File: config.mk
export PLATFORM = sky130hd
export DESIGN_NAME = pwm_deadtime_gen_flat
export DESIGN_NICKNAME = d
export VERILOG_FILES = /design/src/rtl/pwm_deadtime_gen_if.sv /design/src/rtl/pwm_deadtime_gen.sv /design/src/flat_wrapper.sv
export SDC_FILE = /design/constraint.sdc
export NUM_CORES = 1
export LEC_CHECK = 0
export CAP_MARGIN = 40
export CORE_MARGIN = 2
export CORE_UTILIZATION = 50
export DETAILED_ROUTE_END_ITERATION = 7
export PLACE_DENSITY = 0.77
export REMOVE_ABC_BUFFERS = 1
export SYNTH_ARGS = -nofsm -noshare
export SYNTH_HDL_FRONTEND = slang
export SYNTH_SLANG_ARGS = --single-unit
File: constraint.sdc
create_clock -name CLK -period 2.8 [get_ports CLK]
set_clock_uncertainty 0.1 [all_clocks]
set_input_delay 0.56 -clock CLK [delete_from_list [all_inputs] [get_ports CLK]]
set_output_delay 0.56 -clock CLK [all_outputs]
set_load 0.01 [all_outputs]
File: src/rtl/pwm_deadtime_gen_if.sv
// rtl/pwm_deadtime_gen_if.sv - carrier/reference inputs and gate outputs of the dead-time PWM stage
interface pwm_deadtime_gen_if #(
  parameter int DT_W = 8
);
  logic                   EN;
  logic                   SYNC;
  logic signed [9:0]      CARRIER;
  logic signed [9:0]      MOD_REF;
  logic        [DT_W-1:0] DEAD_TIME;
  logic                   CMP_RAW;
  logic                   PWM_H;
  logic                   PWM_L;
  logic                   DT_BUSY;

  modport master (
    output EN, SYNC, CARRIER, MOD_REF, DEAD_TIME,
    input  CMP_RAW, PWM_H, PWM_L, DT_BUSY
  );

  modport slave (
    input  EN, SYNC, CARRIER, MOD_REF, DEAD_TIME,
    output CMP_RAW, PWM_H, PWM_L, DT_BUSY
  );
endinterface

File: src/rtl/pwm_deadtime_gen.sv
// rtl/pwm_deadtime_gen.sv - naturally sampled PWM with complementary gates and dead time
module pwm_deadtime_gen #(
  parameter int CARRIER_MAX = 364,
  parameter int DT_DEFAULT  = 8,
  parameter int DT_W        = 8
) (
  input  logic              CLK,
  input  logic              RST_N,
  pwm_deadtime_gen_if.slave bus
);
  localparam logic signed [9:0] POS_MAX = 10'(CARRIER_MAX);
  localparam logic signed [9:0] NEG_MAX = 10'(-CARRIER_MAX);

  typedef enum logic [2:0] {OFF, DT_TO_H, H_ON, DT_TO_L, L_ON} state_t;

  state_t            state, state_nxt;
  logic [DT_W-1:0]   cnt, cnt_nxt, dt_load;
  logic [DT_W-1:0]   dt_act;
  logic signed [9:0] ref_act, ref_clamped;
  logic              cmp_raw, pwm_h, pwm_l, dt_busy;

  always_comb begin
    ref_clamped = bus.MOD_REF;
    if (bus.MOD_REF > POS_MAX)
      ref_clamped = POS_MAX;
    else if (bus.MOD_REF < NEG_MAX)
      ref_clamped = NEG_MAX;
  end

  // A zero dead time still yields one both-off cycle so the gates never switch directly.
  assign dt_load = (dt_act == '0) ? DT_W'(1) : dt_act;

  always_comb begin
    state_nxt = state;
    cnt_nxt   = cnt;
    if (!bus.EN) begin
      state_nxt = OFF;
      cnt_nxt   = '0;
    end else begin
      case (state)
        OFF: begin
          state_nxt = cmp_raw ? DT_TO_H : DT_TO_L;
          cnt_nxt   = dt_load;
        end
        DT_TO_H, DT_TO_L: begin
          if (cnt <= DT_W'(1)) begin
            state_nxt = cmp_raw ? H_ON : L_ON;
            cnt_nxt   = '0;
          end else begin
            cnt_nxt = cnt - DT_W'(1);
          end
        end
        H_ON: begin
          if (!cmp_raw) begin
            state_nxt = DT_TO_L;
            cnt_nxt   = dt_load;
          end
        end
        L_ON: begin
          if (cmp_raw) begin
            state_nxt = DT_TO_H;
            cnt_nxt   = dt_load;
          end
        end
        default: begin
          state_nxt = OFF;
          cnt_nxt   = '0;
        end
      endcase
    end
  end

  // Gate outputs are decoded from the next state so they change on the same edge as the state.
  always_ff @(posedge CLK) begin
    if (!RST_N) begin
      ref_act <= '0;
      dt_act  <= DT_W'(DT_DEFAULT);
      cmp_raw <= 1'b0;
      state   <= OFF;
      cnt     <= '0;
      pwm_h   <= 1'b0;
      pwm_l   <= 1'b0;
      dt_busy <= 1'b0;
    end else begin
      if (bus.SYNC) begin
        ref_act <= ref_clamped;
        dt_act  <= bus.DEAD_TIME;
      end
      cmp_raw <= (ref_act > bus.CARRIER);
      state   <= state_nxt;
      cnt     <= cnt_nxt;
      pwm_h   <= (state_nxt == H_ON);
      pwm_l   <= (state_nxt == L_ON);
      dt_busy <= (state_nxt == DT_TO_H) || (state_nxt == DT_TO_L);
    end
  end

  assign bus.CMP_RAW = cmp_raw;
  assign bus.PWM_H   = pwm_h;
  assign bus.PWM_L   = pwm_l;
  assign bus.DT_BUSY = dt_busy;
endmodule
File: src/flat_wrapper.sv
// flat-port wrapper written by rule: the top's interface ports become plain ports
module pwm_deadtime_gen_flat 
#(
  parameter int CARRIER_MAX = 364,
  parameter int DT_DEFAULT  = 8,
  parameter int DT_W        = 8
)
  (CLK, RST_N, bus_EN, bus_SYNC, bus_CARRIER, bus_MOD_REF, bus_DEAD_TIME, bus_CMP_RAW, bus_PWM_H, bus_PWM_L, bus_DT_BUSY);
  pwm_deadtime_gen_if #(.DT_W(DT_W)) bus_i ();
  input  logic CLK;
  input  logic RST_N;
  input wire logic [$bits(bus_i.EN)-1:0] bus_EN;
  input wire logic [$bits(bus_i.SYNC)-1:0] bus_SYNC;
  input wire logic [$bits(bus_i.CARRIER)-1:0] bus_CARRIER;
  input wire logic [$bits(bus_i.MOD_REF)-1:0] bus_MOD_REF;
  input wire logic [$bits(bus_i.DEAD_TIME)-1:0] bus_DEAD_TIME;
  output wire logic [$bits(bus_i.CMP_RAW)-1:0] bus_CMP_RAW;
  output wire logic [$bits(bus_i.PWM_H)-1:0] bus_PWM_H;
  output wire logic [$bits(bus_i.PWM_L)-1:0] bus_PWM_L;
  output wire logic [$bits(bus_i.DT_BUSY)-1:0] bus_DT_BUSY;
  assign bus_i.EN = bus_EN;
  assign bus_i.SYNC = bus_SYNC;
  assign bus_i.CARRIER = bus_CARRIER;
  assign bus_i.MOD_REF = bus_MOD_REF;
  assign bus_i.DEAD_TIME = bus_DEAD_TIME;
  assign bus_CMP_RAW = bus_i.CMP_RAW;
  assign bus_PWM_H = bus_i.PWM_H;
  assign bus_PWM_L = bus_i.PWM_L;
  assign bus_DT_BUSY = bus_i.DT_BUSY;
  pwm_deadtime_gen #(.CARRIER_MAX(CARRIER_MAX), .DT_DEFAULT(DT_DEFAULT), .DT_W(DT_W)) u_core (.CLK(CLK), .RST_N(RST_N), .bus(bus_i));
endmodule
# Yosys cells after proc, flatten, opt, wreduce, memory -nomap -nowiden
# Cells that the tools add are included.
# Widths: inputs -> output; s select.
[totals]
inputBits = 32
output_inout_bits = 4
wordCells = 43
reg_bits = 33
[op_classes]
eq_ne = 10
n_reduce_logical = 6
addsub = 1
magnitude_cmp = 4
muxes = 14
[ops]
columns = ["operator", "n"]
rows = [
  ["$mux 8", 4],
  ["$pmux 8 s4", 1],
  ["$mux 10", 2],
  ["$mux 3", 5],
  ["$eq 3x2->1 const B", 4],
  ["$pmux 3 s4", 1],
  ["$gt 10x10->1", 1],
  ["$gt 10x10->1 const B", 1],
  ["$lt 10x10->1 const B", 1],
  ["$le 8x1->1 const B", 1],
  ["$logic_not 8->1", 1],
  ["$sub 8x1->8 const B", 1],
  ["$eq 3x1->1 const B", 2],
  ["$eq 3x3->1 const B", 2],
  ["$reduce_and 2->1", 2],
  ["$logic_not 3->1", 1],
  ["$mux 2", 1],
  ["$ne 2x1->1 const B", 1],
  ["$ne 2x2->1 const B", 1],
  ["$reduce_or 2->1", 1],
  ["$logic_or 1x1->1", 1],
]

# Longest topological paths before layout
[depth]
word_depth = 6
mapped_depth = 6
ltp_nobuf = 6

# Worst setup path after synthesis
# No wires, ideal clock.
[synth_path]
path_type = "register to register"
startpoint = "reg u_core.cnt[5]"
endpoint = "reg u_core.dt_busy (netlist: u_core.bus.DT_BUSY)"
path_slack_ns = 0.876
synth_period_minus_slack_ns = 1.924
path_buffers = 0
setup_time_ns = 0.129
path_stages_with_launch = 5
t_arrival_ns = 1.695
required_ns = 2.571
cell_sequence = "dfxtp_1 or4_4 or4b_4 a31oi_1 nor2_1"
[synth_via]
elab_chain_len = 6
word_cells_on_any_way = 7
cone_classes = "order compare: 1; eq/ne: 2; mux: 3; reduce/logical: 1"
[synth_rtl]
columns = ["item", "line_no", "text"]
rows = [
  ["start, declared", "pwm_deadtime_gen.sv:17", "logic [DT_W-1:0] cnt, cnt_nxt, dt_load;"],
  ["start signal, assigned", "pwm_deadtime_gen.sv:91", "cnt <= cnt_nxt;"],
  ["$le 8x1->1 (*)", "pwm_deadtime_gen.sv:46", "if (cnt <= DT_W'(1)) begin"],
  ["$mux 3 (*)", "pwm_deadtime_gen.sv:46", ""],
  ["$pmux 3 s4 (*)", "pwm_deadtime_gen.sv:40", "case (state)"],
  ["$mux 3 (*)", "pwm_deadtime_gen.sv:36", "if (!bus.EN) begin"],
  ["$eq 3x1->1 or $eq 3x2->1 (tied branches)", "pwm_deadtime_gen.sv:94", "dt_busy <= (state_nxt == DT_TO_H) || (state_nxt == DT_TO_L);"],
  ["$logic_or 1x1->1 (*)", "pwm_deadtime_gen.sv:94", ""],
  ["end signal, assigned", "pwm_deadtime_gen.sv:94", ""],
  ["end, declared", "pwm_deadtime_gen.sv:20", "logic cmp_raw, pwm_h, pwm_l, dt_busy;"],
]
# Mark *: on every way between the ends. The rest lies on a longest branch, timed or not.
# A chain may end at the register's enable or synchronous reset.

# Worst setup path after layout
[layout_path]
startpoint = "reg u_core.cmp_raw (netlist: u_core.bus.CMP_RAW)"
endpoint = "out bus_CMP_RAW"
[layout_rtl]
columns = ["item", "line_no", "text"]
rows = [
  ["start, declared", "pwm_deadtime_gen.sv:20", ""],
  ["start signal, assigned", "pwm_deadtime_gen.sv:89", "cmp_raw <= (ref_act > bus.CARRIER);"],
  ["end, declared", "flat_wrapper.sv:17", "output wire logic [$bits(bus_i.CMP_RAW)-1:0] bus_CMP_RAW;"],
]
# No word-level cell between the ends.

==> implementation parameters <==
Parameter                              Value

Status
  Run status    finished clean

Floorplan
  Vert. Die Dim    66.0 um
  Core Box Area    0.00369 mm^2
  Starting utilization of the core area    0.521
  Die area    0.00436 mm^2
  Top-level I/O count    36
  Die boundary width    66.0 um
  Number of standard-cell rows in the floorplan    22

Worst setup path
  Worst path cell trace    clkdlybuf4s50_1
  Setup CP Type    reg2out
  Worst path depth    1
  Reg2Reg Depth    4
  Kind of end point of the critical path    primary output
  Cell family contributing the most delay on the critical path    buffers and inverters
  Critical path startpoint category    flop
  Worst flop-to-flop path startpoint    u_core.cnt[5]
  Critical-path maximum fanout    12
  Arrival @ worst endpoint    1.44 ns
  Buf+Inv Stages, Crit Path    1
  Max stage delay on crit path    0.61 ns
  Required time at the endpoint of the critical path    2.14 ns
  Origin of the worst setup path    u_core.bus.CMP_RAW
  CP max stage cell    sky130_fd_sc_hd__clkdlybuf4s50_1

Route
  DR DRC count    0
  Aggregate routed wire length    4160 um
  Wire length on met2    1790 um
  Number of vias in the routed layout    1,699
  Routed length per instance    13.2 um
  Number of DRC violations after detailed-routing iteration 0    129
  Routed metal-1 wirelength    2100 um
  Number of vias per cell after detailed routing    5.41
  Drt pass-1 iters    4
  Post-DRT Antenna Nets    0
  Routed length on met3    183 um
  Top Metal Used    met4

Final layout
  Final cell area excluding filler cells    0.00241 mm^2
  Area growth syn-to-layout    25.7%
  Number of standard cells in the final layout excluding fillers    314
  # fillers    318
  Number of nets in the layout    310
  Fraction of final layout cells with drive strength greater than 1    0.0714
  Antenna cells    0

Clock tree
  Number of hold buffers added after CTS    0
  Buffers from clock root to sink, at most    2
  TritonCTS clock tree    built
  H-Tree Level Count    2
  CTS clk-pin slew, worst paths    0.06 ns
  Worst-skew pair later-pin latency    0.28 ns
  Sinks on the clock net    33
  Root buf cell    sky130_fd_sc_hd__clkbuf_8
  Number of buffers inserted during clock tree synthesis    5
  Buffers inserted by post-CTS timing repair    0
  Count of cells resized by post-cts repair    0

Power and ir drop
  Clock share of power    0.302
  Switching share of total power    0.289
  Combinational cell fraction of total power    0.228
  Power per cell area    475 mW/mm^2
  Cell internal power dissipation    0.815 mW
  Leakage Power    0.999 nW
  Psw    0.331 mW
  Max VDD drop    273 uV
  Sequential share of power    0.470

Hold path
  Hold_sp    u_core.ref_act[7]
  Hold depth    2
  Hold/Removal Path Class    reg2reg

STA
  Max Transition Viols Final    0
  Achievable Freq    477 MHz
  Final Setup Violations    0
  Period minus WS final    2.10 ns
  Worst Max-Slew Pin Slew    0.651 ns
  Worst-case headroom to the max-slew limit    0.565
  Period Utilization, post-route    0.749
  Sum Neg Setup Slack    0 ns
  Count of endpoints failing hold in the final timing report    0
  Unrepaired setup endpoints after global routing    no

Place
  Standard cell area after detailed placement    0.00233 mm^2
  Placer congestion estimate    0.850
  Detailed placement HPWL    3180 um
  Placed Cells incl. Taps    306
  Port-buffer cells    35

Logic synthesis
  Number of synthesis warnings    0
  Netlist cell types    43
  Count of mapped cells out of synthesis    228
  Total of flip-flops plus latches after synthesis    33
  Post-synth top flop    sky130_fd_sc_hd__dfxtp_1
  FFs w/ async S/R, synth    0
  Post-synthesis area per instance    8.43 um^2
  Count of flip-flops with a built-in enable after synthesis    0
  Sequential area share after synthesis    0.344
  Netlist area before placement    0.00192 mm^2

Global route
  Initial antenna violation count    0
  Global routing usage summed across all routing layers    0.221
  Vias in the first global route    1,658
  Total gr overflow    0
  Global-route wire length before repair    7410 um
  Maximum number of pins on one net before global-route repair    25

Run
  Max-cap check violation count    0
## area by class of cell
class | count | area, um^2 | area share
clock buffer | 6 | 72.6 | 0.0301
sequential | 33 | 661 | 0.274
inverter | 21 | 78.8 | 0.0326
timing repair buffer | 40 | 388 | 0.161
clock inverter | 2 | 10.0 | 0.00415
multi-input combinational | 164 | 1140 | 0.474
tap | 48 | 60.1 | 0.0249
## path summary, 6_finish.rpt
| kind | endpoint | slack (ns) |
|---|---|---|
| worst min register to register | u_core.ref_act[7] | 0.41 |
| worst min-delay path | u_core.ref_act[7] | 0.41 |
| worst max register to register | u_core.cnt[3] | 0.71 |
| worst max-delay path | bus_CMP_RAW | 0.70 |
## per-stage QoR
step           hold slack [ns]  power, mW  setup WS (ns)   util
3_5_place_dp             0.397      0.808          0.436  0.632
4_1_cts                  0.416       1.15          0.696  0.655
2_1_floorplan            0.352      0.697          0.877      -
6_report                 0.406       1.15          0.703  0.655
3_3_place_gp             0.389      0.803          0.443  0.632
5_1_grt                  0.439       1.21          0.518  0.655
## power by group through the flow
| stage | clock [mW] | combinational [mW] | sequential [mW] |
|---|---|---|---|
| 2_1_floorplan | 0 | 0.157 | 0.540 |
| 3_3_place_gp | 0 | 0.255 | 0.548 |
| 3_5_place_dp | 0 | 0.259 | 0.549 |
| 4_1_cts | 0.349 | 0.261 | 0.538 |
| 5_1_grt | 0.370 | 0.296 | 0.545 |
| 6_report | 0.346 | 0.262 | 0.539 |
## cells by family after synthesis
| group | share of synthesized area |
|---|---|
| AND/OR/NAND/NOR | 0.227 |
| AO/OA/AOI/OAI | 0.219 |
| flip-flops | 0.344 |
| buffers and inverters | 0.0606 |
| adder cells (fa/ha/maj) | 0.0846 |
| multiplexers | 0.0521 |
| XOR/XNOR | 0.0137 |
## sequential cells by signal, indices dropped and copies added (netlist names)
| register | cells |
|---|---|
| u_core.bus.PWM_L | 1 |
| u_core.bus.CMP_RAW | 1 |
| u_core.bus.PWM_H | 1 |
| u_core.dt_act | 8 |
| u_core.bus.DT_BUSY | 1 |
| u_core.cnt | 8 |
| u_core.state | 3 |
| u_core.ref_act | 10 |
## metal layers
layer,GRT usage,vias to the layer above
met4,0.0918,0
met2,0.335,36
met3,0.0324,8
li1,-,892
met1,0.313,763
met5,0,-
## cell usage in the layout, fill, tap and decap left out, drive strengths merged, types with 2 or more instances in the layout
cell,instances
nor4,3
o32ai,3
nand2b,12
a2111oi,2
nor3b,2
mux2i,10
clkdlybuf4s50,35
a2111o,2
nor2b,8
a21oi,14
or4,2
or2,2
nor3,5
nand2,10
a22oi,3
buf,5
xnor2,2
ha,13
a22o,4
a31oi,2
nor2,11
o21a,2
o21ai,23
clkinv,2
and3b,3
nand3b,7
nand4,3
clkbuf,6
and2,2
inv,21
dfxtp,33
o31ai,3
## cell usage after synthesis (2+ instances only)
master,n,share of area
sky130_fd_sc_hd__inv_1,21,0.041
sky130_fd_sc_hd__and2_1,2,0.0065
sky130_fd_sc_hd__a22o_1,4,0.018
sky130_fd_sc_hd__nand2_1,10,0.020
sky130_fd_sc_hd__nor3_1,5,0.013
sky130_fd_sc_hd__nand2b_1,12,0.039
sky130_fd_sc_hd__ha_1,13,0.085
sky130_fd_sc_hd__nor4_1,3,0.0098
sky130_fd_sc_hd__nand4_1,3,0.0098
sky130_fd_sc_hd__nor2b_1,8,0.026
sky130_fd_sc_hd__mux2i_1,10,0.052
sky130_fd_sc_hd__a31oi_1,2,0.0065
sky130_fd_sc_hd__and3b_1,3,0.014
sky130_fd_sc_hd__a22oi_1,3,0.012
sky130_fd_sc_hd__dfxtp_1,33,0.34
sky130_fd_sc_hd__o21a_1,2,0.0078
sky130_fd_sc_hd__o31ai_1,2,0.0078
sky130_fd_sc_hd__a21oi_1,14,0.036
sky130_fd_sc_hd__clkbuf_1,10,0.020
sky130_fd_sc_hd__nor2_1,11,0.021
sky130_fd_sc_hd__o32ai_1,3,0.014
sky130_fd_sc_hd__xnor2_1,2,0.0091
sky130_fd_sc_hd__nor3b_1,2,0.0078
sky130_fd_sc_hd__a2111o_1,2,0.012
sky130_fd_sc_hd__o21ai_0,23,0.060
sky130_fd_sc_hd__nand3b_1,7,0.027
sky130_fd_sc_hd__or2_2,2,0.0065
No activity file was read; power rests on OpenSTA's default activity.
